### src/rtl/led_seq_ctrl.sv
// Three-LED pattern sequencer: shared step prescaler, IDLE/RUN/PAUSE mode FSM, BLINK/CHASE/BOUNCE patterns.
// Optional brightness PWM on the LED outputs is enabled by defining LED_SEQ_PWM_EN.
module led_seq_ctrl #(
  parameter int unsigned STEP_DIV = 25_000_000
`ifdef LED_SEQ_PWM_EN
  , parameter int unsigned PWM_W = 8
`endif
) (
  input  logic             clk,
  input  logic             rst,
  input  logic [1:0]       mode_sel,
  input  logic             mode_load,
  input  logic             pause,
`ifdef LED_SEQ_PWM_EN
  input  logic [PWM_W-1:0] duty,
`endif
  output logic [2:0]       led,
  output logic             step,
  output logic [1:0]       mode,
  output logic             running
);

  typedef enum logic [1:0] {
    IDLE  = 2'd0,
    RUN   = 2'd1,
    PAUSE = 2'd2
  } state_t;

  localparam logic [1:0]  MODE_OFF    = 2'd0;
  localparam logic [1:0]  MODE_BLINK  = 2'd1;
  localparam logic [1:0]  MODE_CHASE  = 2'd2;
  localparam logic [1:0]  MODE_BOUNCE = 2'd3;
  localparam logic        DIR_UP      = 1'b0;
  localparam logic        DIR_DOWN    = 1'b1;
  localparam logic [31:0] CNT_LAST    = 32'(STEP_DIV - 1);

  state_t      state_q, state_d;
  logic [31:0] cnt_q, cnt_d;
  logic [2:0]  pat_q, pat_d;
  logic        dir_q, dir_d;
  logic        step_q, step_d;
  logic [1:0]  mode_q, mode_d;

  always_ff @(posedge clk or posedge rst) begin
    if (rst) begin
      state_q <= IDLE;
      cnt_q   <= '0;
      pat_q   <= '0;
      dir_q   <= DIR_UP;
      step_q  <= 1'b0;
      mode_q  <= MODE_OFF;
    end else begin
      state_q <= state_d;
      cnt_q   <= cnt_d;
      pat_q   <= pat_d;
      dir_q   <= dir_d;
      step_q  <= step_d;
      mode_q  <= mode_d;
    end
  end

  // mode_load is a single-cycle strobe with no handshake: whenever it is high at an
  // edge, mode_sel is taken on that edge, overriding pause and any step due then.
  always_comb begin
    state_d = state_q;
    cnt_d   = cnt_q;
    pat_d   = pat_q;
    dir_d   = dir_q;
    step_d  = 1'b0;
    mode_d  = mode_q;
    if (mode_load) begin
      mode_d = mode_sel;
      cnt_d  = '0;
      dir_d  = DIR_UP;
      case (mode_sel)
        MODE_OFF:   pat_d = 3'b000;
        MODE_BLINK: pat_d = 3'b111;
        default:    pat_d = 3'b001;
      endcase
      if (mode_sel == MODE_OFF) state_d = IDLE;
      else                      state_d = pause ? PAUSE : RUN;
    end else if (state_q == IDLE) begin
      pat_d = 3'b000;
    end else begin
      state_d = pause ? PAUSE : RUN;
      // Leaving PAUSE counts on the release edge so the held period simply resumes.
      if (!pause) begin
        if (cnt_q == CNT_LAST) begin
          cnt_d  = '0;
          step_d = 1'b1;
          case (mode_q)
            MODE_BLINK: pat_d = ~pat_q;
            MODE_CHASE: pat_d = {pat_q[1:0], pat_q[2]};
            MODE_BOUNCE: begin
              if (dir_q == DIR_UP) begin
                pat_d = {pat_q[1:0], 1'b0};
                if (pat_q[1]) dir_d = DIR_DOWN;
              end else begin
                pat_d = {1'b0, pat_q[2:1]};
                if (pat_q[1]) dir_d = DIR_UP;
              end
            end
            default: pat_d = 3'b000;
          endcase
        end else begin
          cnt_d = cnt_q + 32'd1;
        end
      end
    end
  end

`ifdef LED_SEQ_PWM_EN
  logic [PWM_W-1:0] pwm_cnt_q;
  logic             pwm_on_q;

  always_ff @(posedge clk or posedge rst) begin
    if (rst) begin
      pwm_cnt_q <= '0;
      pwm_on_q  <= 1'b0;
    end else begin
      pwm_cnt_q <= pwm_cnt_q + 1'b1;
      pwm_on_q  <= (pwm_cnt_q < duty);
    end
  end

  assign led = pat_q & {3{pwm_on_q}};
`else
  assign led = pat_q;
`endif

  assign step    = step_q;
  assign mode    = mode_q;
  assign running = (state_q == RUN);

endmodule

### config.mk
export PLATFORM = sky130hd
export DESIGN_NAME = led_seq_ctrl
export DESIGN_NICKNAME = d
export VERILOG_FILES = /design/src/rtl/led_seq_ctrl.sv
export SDC_FILE = /design/constraint.sdc
export NUM_CORES = 1
export LEC_CHECK = 0
export BUFFER_PORTS_ARGS = -buffer_cell sky130_fd_sc_hd__clkbuf_2
export CORE_ASPECT_RATIO = 2
export CORE_MARGIN = 2
export CORE_UTILIZATION = 65
export CTS_CLUSTER_DIAMETER = 100
export DETAILED_ROUTE_END_ITERATION = 16
export PLACE_DENSITY = 0.84
export REMOVE_ABC_BUFFERS = 1
export SETUP_SLACK_MARGIN = 0.05
export SYNTH_ARGS = -nofsm -noshare
export SYNTH_HDL_FRONTEND = slang
export SYNTH_SLANG_ARGS = --single-unit
### constraint.sdc
create_clock -name clk -period 5.3 [get_ports clk]
set_input_delay 0.795 -clock clk [delete_from_list [all_inputs] [get_ports clk]]
set_output_delay 0.795 -clock clk [all_outputs]
set_load 0.03 [all_outputs]
==> impl_metrics.env, run 1 <==
export IMPL_fmax_mhz=394
export IMPL_syn_inst=250
export IMPL_dp_cells=286
export IMPL_clk_pin_slew_ns=0.08
export IMPL_dieWidth_um=46.1
export IMPL_synthesis_area_per_instance_um2=9.23
export IMPL_hpwlAfterDp_mm=3.57
export IMPL_yosysSeqAreaShare_pct=44.5
export IMPL_clock_root_buffer="clkbuf_8"
export IMPL_fillers=284
export IMPL_regToRegSetupSlack_ns=2.76
export IMPL_synth_top_area_cell="dfrtp_1"
export IMPL_numCtsBuffers=5
export IMPL_drv_slew=0
export IMPL_die_area_um2=4070
export IMPL_num_nets_final=270
export IMPL_viasPerCell=6.28
export IMPL_endpoint_kind="flip-flop"
export IMPL_clock_path_buffers=2
export IMPL_setup_violations=0
export IMPL_grt_pass1_wl_mm=8.12
export IMPL_fin_crit_sh_pct=47.9
export IMPL_p_leak_nw=0.986
export IMPL_antenna_found_initial=0
export IMPL_critical_path_class="reg2reg"
export IMPL_yosysUniqueCellTypes=42
export IMPL_mostFrequentLayoutCells="41 x dfrtp_1, 36 x nor2_1, 22 x xnor2_1"
export IMPL_wirelength_mm=4.99
export IMPL_cts_resized=0
export IMPL_cts_hold_fix_buffers=0
export IMPL_outcome="completed"
export IMPL_wl_per_cell_um=17.0
export IMPL_drc=0
export IMPL_diodes=0
export IMPL_port_buffers=12
export IMPL_final_common_cell="dfrtp_1"
export IMPL_drive_gt1_share_pct=11.5
export IMPL_cts_tree="done"
export IMPL_synth_area_um2=2310
export IMPL_post_route_min_period_ns=2.54
export IMPL_grt_pass1_vias=1821
export IMPL_powerDensity_nw_per_um2=240
export IMPL_rsz0062_at_grt="false"
export IMPL_vias=1839
export IMPL_synth_top_area_share_pct=44.5
export IMPL_grt_max_degree=42
export IMPL_min_path_type="reg2reg"
export IMPL_die_height_um=88.3
export IMPL_maxCapViolCount=0
export IMPL_numClockSinks=41
export IMPL_io_pins=13
export IMPL_rows=30
export IMPL_area_growth_pct=6.24
export IMPL_ant_nets=0
export IMPL_overflow=0
export IMPL_synth_seq_cells=41
export IMPL_worst_clock_skew_ns=0.00630
export IMPL_peakVddDrop_mv=0.186
export IMPL_instances_no_fill=293
export IMPL_hold_ws_ns=0.543
export IMPL_worstSkewPairLatency_ns=0.30
export IMPL_worst_slew_margin_rel_pct=35.7
export IMPL_worstMarginPinSlew_ns=0.965
export IMPL_hold_violations=0
export IMPL_first_pass_iters=4
export IMPL_core_um2=3380
export IMPL_crit_fanout=30
export IMPL_setup_tns_ns=0
export IMPL_drtIter0Drc=49
export IMPL_cp_arrival_ns=2.68
export IMPL_h_tree_depth=2
export IMPL_grt_total_usage_pct=27.5
export IMPL_ys_top_cells_by_area="dfrtp_1 44%, xnor2_1 8.4%, nor2_1 5.9%, nor3_1 4.6%, nand2_1 3.1%"
export IMPL_place_congestion=0.826
export IMPL_cp_start_kind="flip-flop"
export IMPL_yosys_warnings=0
export IMPL_postCtsSetupBuffers=0
export IMPL_total_power_mw=0.589
export IMPL_crit_required_ns=5.44
export IMPL_initial_utilization_pct=68.3
-- cell type report --
type / instances / area (µm²) / area share (%)
multi-input combinational: 191 / 1200 / 48.9
sequential: 41 / 1030 / 41.9
clock buffer: 7 / 86.3 / 3.52
timing repair buffer: 13 / 67.6 / 2.76
tap: 32 / 40.0 / 1.63
inverter: 9 / 33.8 / 1.38
-- cells in the mapped netlist --
master	instances
nor4_2	1
a21oi_2	3
nand4_1	8
o21bai_1	2
o21ai_0	7
o211ai_1	2
o21a_1	1
o21ba_2	1
a311oi_1	1
a21o_1	2
clkbuf_1	1
and4_1	7
or3_1	5
o31ai_1	1
nor4_1	2
nand3b_1	2
nor3_1	21
nor2_1	36
a21oi_1	7
o2111ai_1	2
xor2_1	5
nand2b_1	1
a21boi_0	1
xnor2_1	22
dfrtp_1	41
and3_1	1
buf_2	7
a31oi_1	1
nor4b_1	4
ha_1	3
nand3_1	9
o21ai_1	1
mux2_2	4
nand4_4	1
mux2i_1	1
buf_6	1
nor3_2	1
nand2_1	19
inv_1	9
nor2b_1	3
and2_1	2
a211oi_1	1
-- flip-flops by register name, summed over array words and instances, names as in the netlist --
register,cells
mode,2
cnt_q,32
state_q,2
led,3
step,1
dir_q,1
-- final timing paths --
path,start,depth (start not counted),to
max,cnt_q[19]$_DFFE_PP0P_,5,cnt_q[26]$_DFFE_PP0P_
min,cnt_q[14]$_DFFE_PP0P_,2,cnt_q[14]$_DFFE_PP0P_
max reg2reg,cnt_q[19]$_DFFE_PP0P_,5,cnt_q[26]$_DFFE_PP0P_
min reg2reg,cnt_q[14]$_DFFE_PP0P_,2,cnt_q[14]$_DFFE_PP0P_
max in group asynchronous,rst,3,cnt_q[29]$_DFFE_PP0P_
min in group asynchronous,rst,3,led[2]$_DFFE_PP0P_
-- metal layers --
layer,track usage [%],wire length [µm],share of wire (%)
met1,27.4,1870,37
met2,51.5,2850,57
met3,4.08,139,2.8
met4,13.2,133,2.7
met5,0,0,0
-- cells by family after synthesis --
| family | synth area share, % |
|---|---|
| DFF | 44.5 |
| buffers and inverters | 3.63 |
| adders and majority gates | 1.63 |
| and+or+nand+nor | 28.1 |
| AOI/OAI and AO/OA | 9.49 |
| xor gates and xnor gates | 10.2 |
| muxes | 2.39 |
-- power breakdown --
group	leakage [nW]	switching, mW	internal [mW]	total, mW
Sequential	0.563	0.00975	0.319	0.328
Clock	0.0443	0.103	0.103	0.206
Combinational	0.378	0.0373	0.0171	0.0544
-- worst max-delay path: stages, from the launching register on --
cell and delay [ns]:
dfrtp_1 0.42, and4_1 0.40, nand4_1 0.21, nor3_2 0.38, a21o_1 0.82, nor2_1 0.15
-- per-stage QoR --
stage	setup slack, ns	area [µm²]	utilization, %
3_5_place_dp	2.75	2360	70.0
3_3_place_gp	2.83	2360	70.0
6_report	2.76	2450	72.6
4_1_cts	2.74	2450	72.6
2_1_floorplan	3.18	2260	-
5_1_grt	2.55	2450	72.6
Note: power is estimated with default switching activity, not from simulation.
==> run 2, diff against run 1 <==
Settings changed: ABC_AREA set to 1, CORE_UTILIZATION 65 to 61, PLACE_DENSITY 0.84 to 0.79.
Clock period 5.3 ns to 2.4 ns, I/O delays scaled along.
==> run 2 against run 1 <==
  * Combinational power grew to 3.6 times the previous value
  * Sequential share of layout area is 6.5 points lower
  * Clock power is 120% higher
  * Routed wire length is 45% higher
  * Global-route usage is 5.2 points higher
  * Register-to-register slack worse by 2.3 ns
  * Worst setup slack worse by 2.3 ns
  * First-iteration DRC count is 27% higher
  * Sequential cell count stayed put
  * Synthesized cell count is 66% higher
  * Largest power group unchanged
==> impl_metrics.env, run 2 <==
export IMPL_dieWidth_um=51.0
export IMPL_crit_fanout=18
export IMPL_fillers=394
export IMPL_yosys_warnings=0
export IMPL_num_nets_final=441
export IMPL_post_route_min_period_ns=1.96
export IMPL_setup_tns_ns=0
export IMPL_rows=34
export IMPL_outcome="completed"
export IMPL_maxCapViolCount=0
export IMPL_die_area_um2=4990
export IMPL_clock_root_buffer="clkbuf_8"
export IMPL_p_clk_share_pct=31.9
export IMPL_synth_area_um2=2690
export IMPL_seqPwrFrac_pct=54.0
export IMPL_crit_required_ns=2.55
export IMPL_grt_max_degree=42
export IMPL_postCtsSetupBuffers=0
export IMPL_intPower_mw=0.975
export IMPL_hold_violations=0
export IMPL_seqCellArea_um2=1030
export IMPL_final_core_util_pct=67.5
export IMPL_synth_edf_count=0
export IMPL_wirelength_mm=7.26
export IMPL_critical_path_class="reg2reg"
export IMPL_cp_arrival_ns=2.11
export IMPL_worst_path_max_delay_cell="a21oi_4"
export IMPL_overflow=0
export IMPL_port_buffers=12
export IMPL_final_cell_area_um2=2900
export IMPL_highest_layer="met4"
export IMPL_peakVddDrop_mv=0.360
export IMPL_synth_most_common_cell="nand2_1"
export IMPL_worst_clock_skew_ns=0.00305
export IMPL_synthesis_area_per_instance_um2=6.50
export IMPL_viasPerCell=5.53
export IMPL_core_um2=4300
export IMPL_place_congestion=0.983
export IMPL_io_pins=13
export IMPL_clock_path_buffers=2
export IMPL_net_switching_power_mw=0.415
export IMPL_cp_start_kind="flip-flop"
export IMPL_powerDensity_nw_per_um2=479
export IMPL_ant_nets=0
export IMPL_rsz0062_at_grt="false"
export IMPL_drive_gt1_share_pct=8.78
export IMPL_grt_pass1_wl_mm=12.2
export IMPL_largest_register="cnt_q"
export IMPL_synth_mux_area_share_pct=0
export IMPL_antenna_found_initial=0
export IMPL_yosys_area_share_adder_pct=1.39
export IMPL_final_common_cell="nand2_1"
export IMPL_endpoint_kind="flip-flop"
export IMPL_grt_pass1_vias=2657
export IMPL_worst_slew_margin_rel_pct=58.2
export IMPL_yosysSeqAreaShare_pct=38.1
export IMPL_p_leak_nw=1.31
export IMPL_met3_length_um=188
export IMPL_switching_share_pct=29.8
export IMPL_numClockSinks=41
export IMPL_mostFrequentLayoutCells="134 x nand2_1, 88 x nor2_1, 43 x inv_1, 43 x nand3_1, 41 x dfrtp_1"
export IMPL_fin_crit_sh_pct=81.5
export IMPL_min_path_type="in2async"
export IMPL_wl_met2_mm=4.01
export IMPL_synth_compound_area_share_pct=4.51
export IMPL_multiInputGateArea_um2=1470
export IMPL_placed_cell_area_um2=2820
export IMPL_setup_violations=0
export IMPL_combPwrFrac_pct=14.1
export IMPL_cp_slowest_stage_delay_ns=0.54
export IMPL_die_height_um=98.0
export IMPL_synth_top_area_cell="dfrtp_1"
export IMPL_wl_per_cell_um=14.9
export IMPL_synthArstFlopShare_pct=100
export IMPL_cts_resized=0
export IMPL_worstMarginPinSlew_ns=0.625
export IMPL_cts_hold_fix_buffers=0
export IMPL_fmax_mhz=511
export IMPL_met1_length_mm=2.59
export IMPL_h_tree_depth=2
export IMPL_synth_top_family_by_area="simple AND/OR/NAND/NOR gates"
export IMPL_yosys_top_cells_count="134 x nand2_1, 88 x nor2_1, 43 x inv_1, 43 x nand3_1, 41 x dfrtp_1"
export IMPL_vias=2694
export IMPL_diodes=0
export IMPL_grt_total_usage_pct=32.7
export IMPL_drv_slew=0
export IMPL_clk_pin_slew_ns=0.08
export IMPL_synth_seq_cells=41
export IMPL_synth_xor_area_share_pct=2.93
export IMPL_ys_top_cells_by_area="dfrtp_1 38%, nand2_1 19%, nor2_1 12%, nand3_1 8.0%, inv_1 6.0%"
export IMPL_drc=0
export IMPL_synth_top_area_share_pct=38.1
export IMPL_total_power_mw=1.39
export IMPL_initial_utilization_pct=62.7
export IMPL_ys_flop_type="dfrtp_1"
export IMPL_worstSkewPairLatency_ns=0.29
export IMPL_area_growth_pct=7.71
export IMPL_hpwlAfterDp_mm=5.62
export IMPL_numCtsBuffers=5
export IMPL_yosysUniqueCellTypes=27
export IMPL_largest_register_ffs=32
export IMPL_path_cells="ha_1, inv_1, nor2_4, nand3_2, nor2_2, nand2_2, a21oi_4, nor2_1"
export IMPL_first_pass_iters=5
export IMPL_syn_inst=414
export IMPL_synth_simple_gate_area_share_pct=45.6
export IMPL_drtIter0Drc=62
export IMPL_cts_tree="done"
## run 2: cell count changes after synthesis, sizes merged, moves of 20 or more
cell,change
inv,+34
nand2,+117
nand3,+36
nor2,+59
nor3,-22
xnor2,-20
## run 2: layer usage
metal	up-vias	global-route usage, %
li1	1330	-
met1	1272	33.0
met2	62	60.3
met3	30	3.21
met4	0	20.8
met5	-	0
## run 2: worst paths after layout
kind	cells after the start	slack [ns]	to	from
setup / recovery	8	0.44	cnt_q[23]$_DFFE_PP0P_	cnt_q[1]$_DFFE_PP0P_
hold / removal	3	0.16	cnt_q[3]$_DFFE_PP0P_	rst
setup reg to reg	8	0.44	cnt_q[23]$_DFFE_PP0P_	cnt_q[1]$_DFFE_PP0P_
hold reg to reg	2	0.54	cnt_q[30]$_DFFE_PP0P_	cnt_q[30]$_DFFE_PP0P_
max in group asynchronous	3	1.86	cnt_q[31]$_DFFE_PP0P_	rst
min in group clk	2	0.29	state_q[0]$_DFFE_PP0P_	pause
## run 2: power groups by stage
stage / clock (mW) / combinational (mW) / sequential, mW
floorplan: 0 / 0.111 / 0.774
detailed placement: 0 / 0.196 / 0.763
global placement: 0 / 0.193 / 0.761
finish: 0.443 / 0.196 / 0.751
CTS: 0.449 / 0.198 / 0.750
global route: 0.479 / 0.217 / 0.753
## run 2: layout make-up
class,instances,share of cell area [%]
inverters,43,5.57
clock buffers,6,2.50
repair buffers,17,3.36
clock inverters,2,0.345
well taps,54,2.33
multi-input cells,324,50.5
flip-flops and latches,41,35.4
## run 2: cells by family (layout without fill, tap and decap cells)
logic type / after synthesis / count (layout)
AND/OR/NAND/NOR: 291 / 291
XOR/XNOR: 9 / 9
adder cells (fa/ha/maj): 3 / 3
buffers and inverters: 49 / 68
AO/OA/AOI/OAI: 21 / 21
flip-flops: 41 / 41
## run 2: worst max-delay path, delay by kind of cell, from the launching register on
family                     cells  cell delay, ns
AOI/OAI and AO/OA              1            0.54
adders and majority gates      1            0.22
buffers and inverters          1            0.10
DFF                            1            0.39
and+or+nand+nor                5            0.55
## run 2: per-stage QoR
step / cells / worst slack (ns) / hold slack [ns]
after floorplan: 408 / 0.542 / 0.426
after global placement: 479 / 0.592 / 0.491
after detailed placement: 479 / 0.490 / 0.501
after CTS: 487 / 0.477 / 0.179
after global routing: 487 / 0.312 / 0.211
final: 487 / 0.444 / 0.159
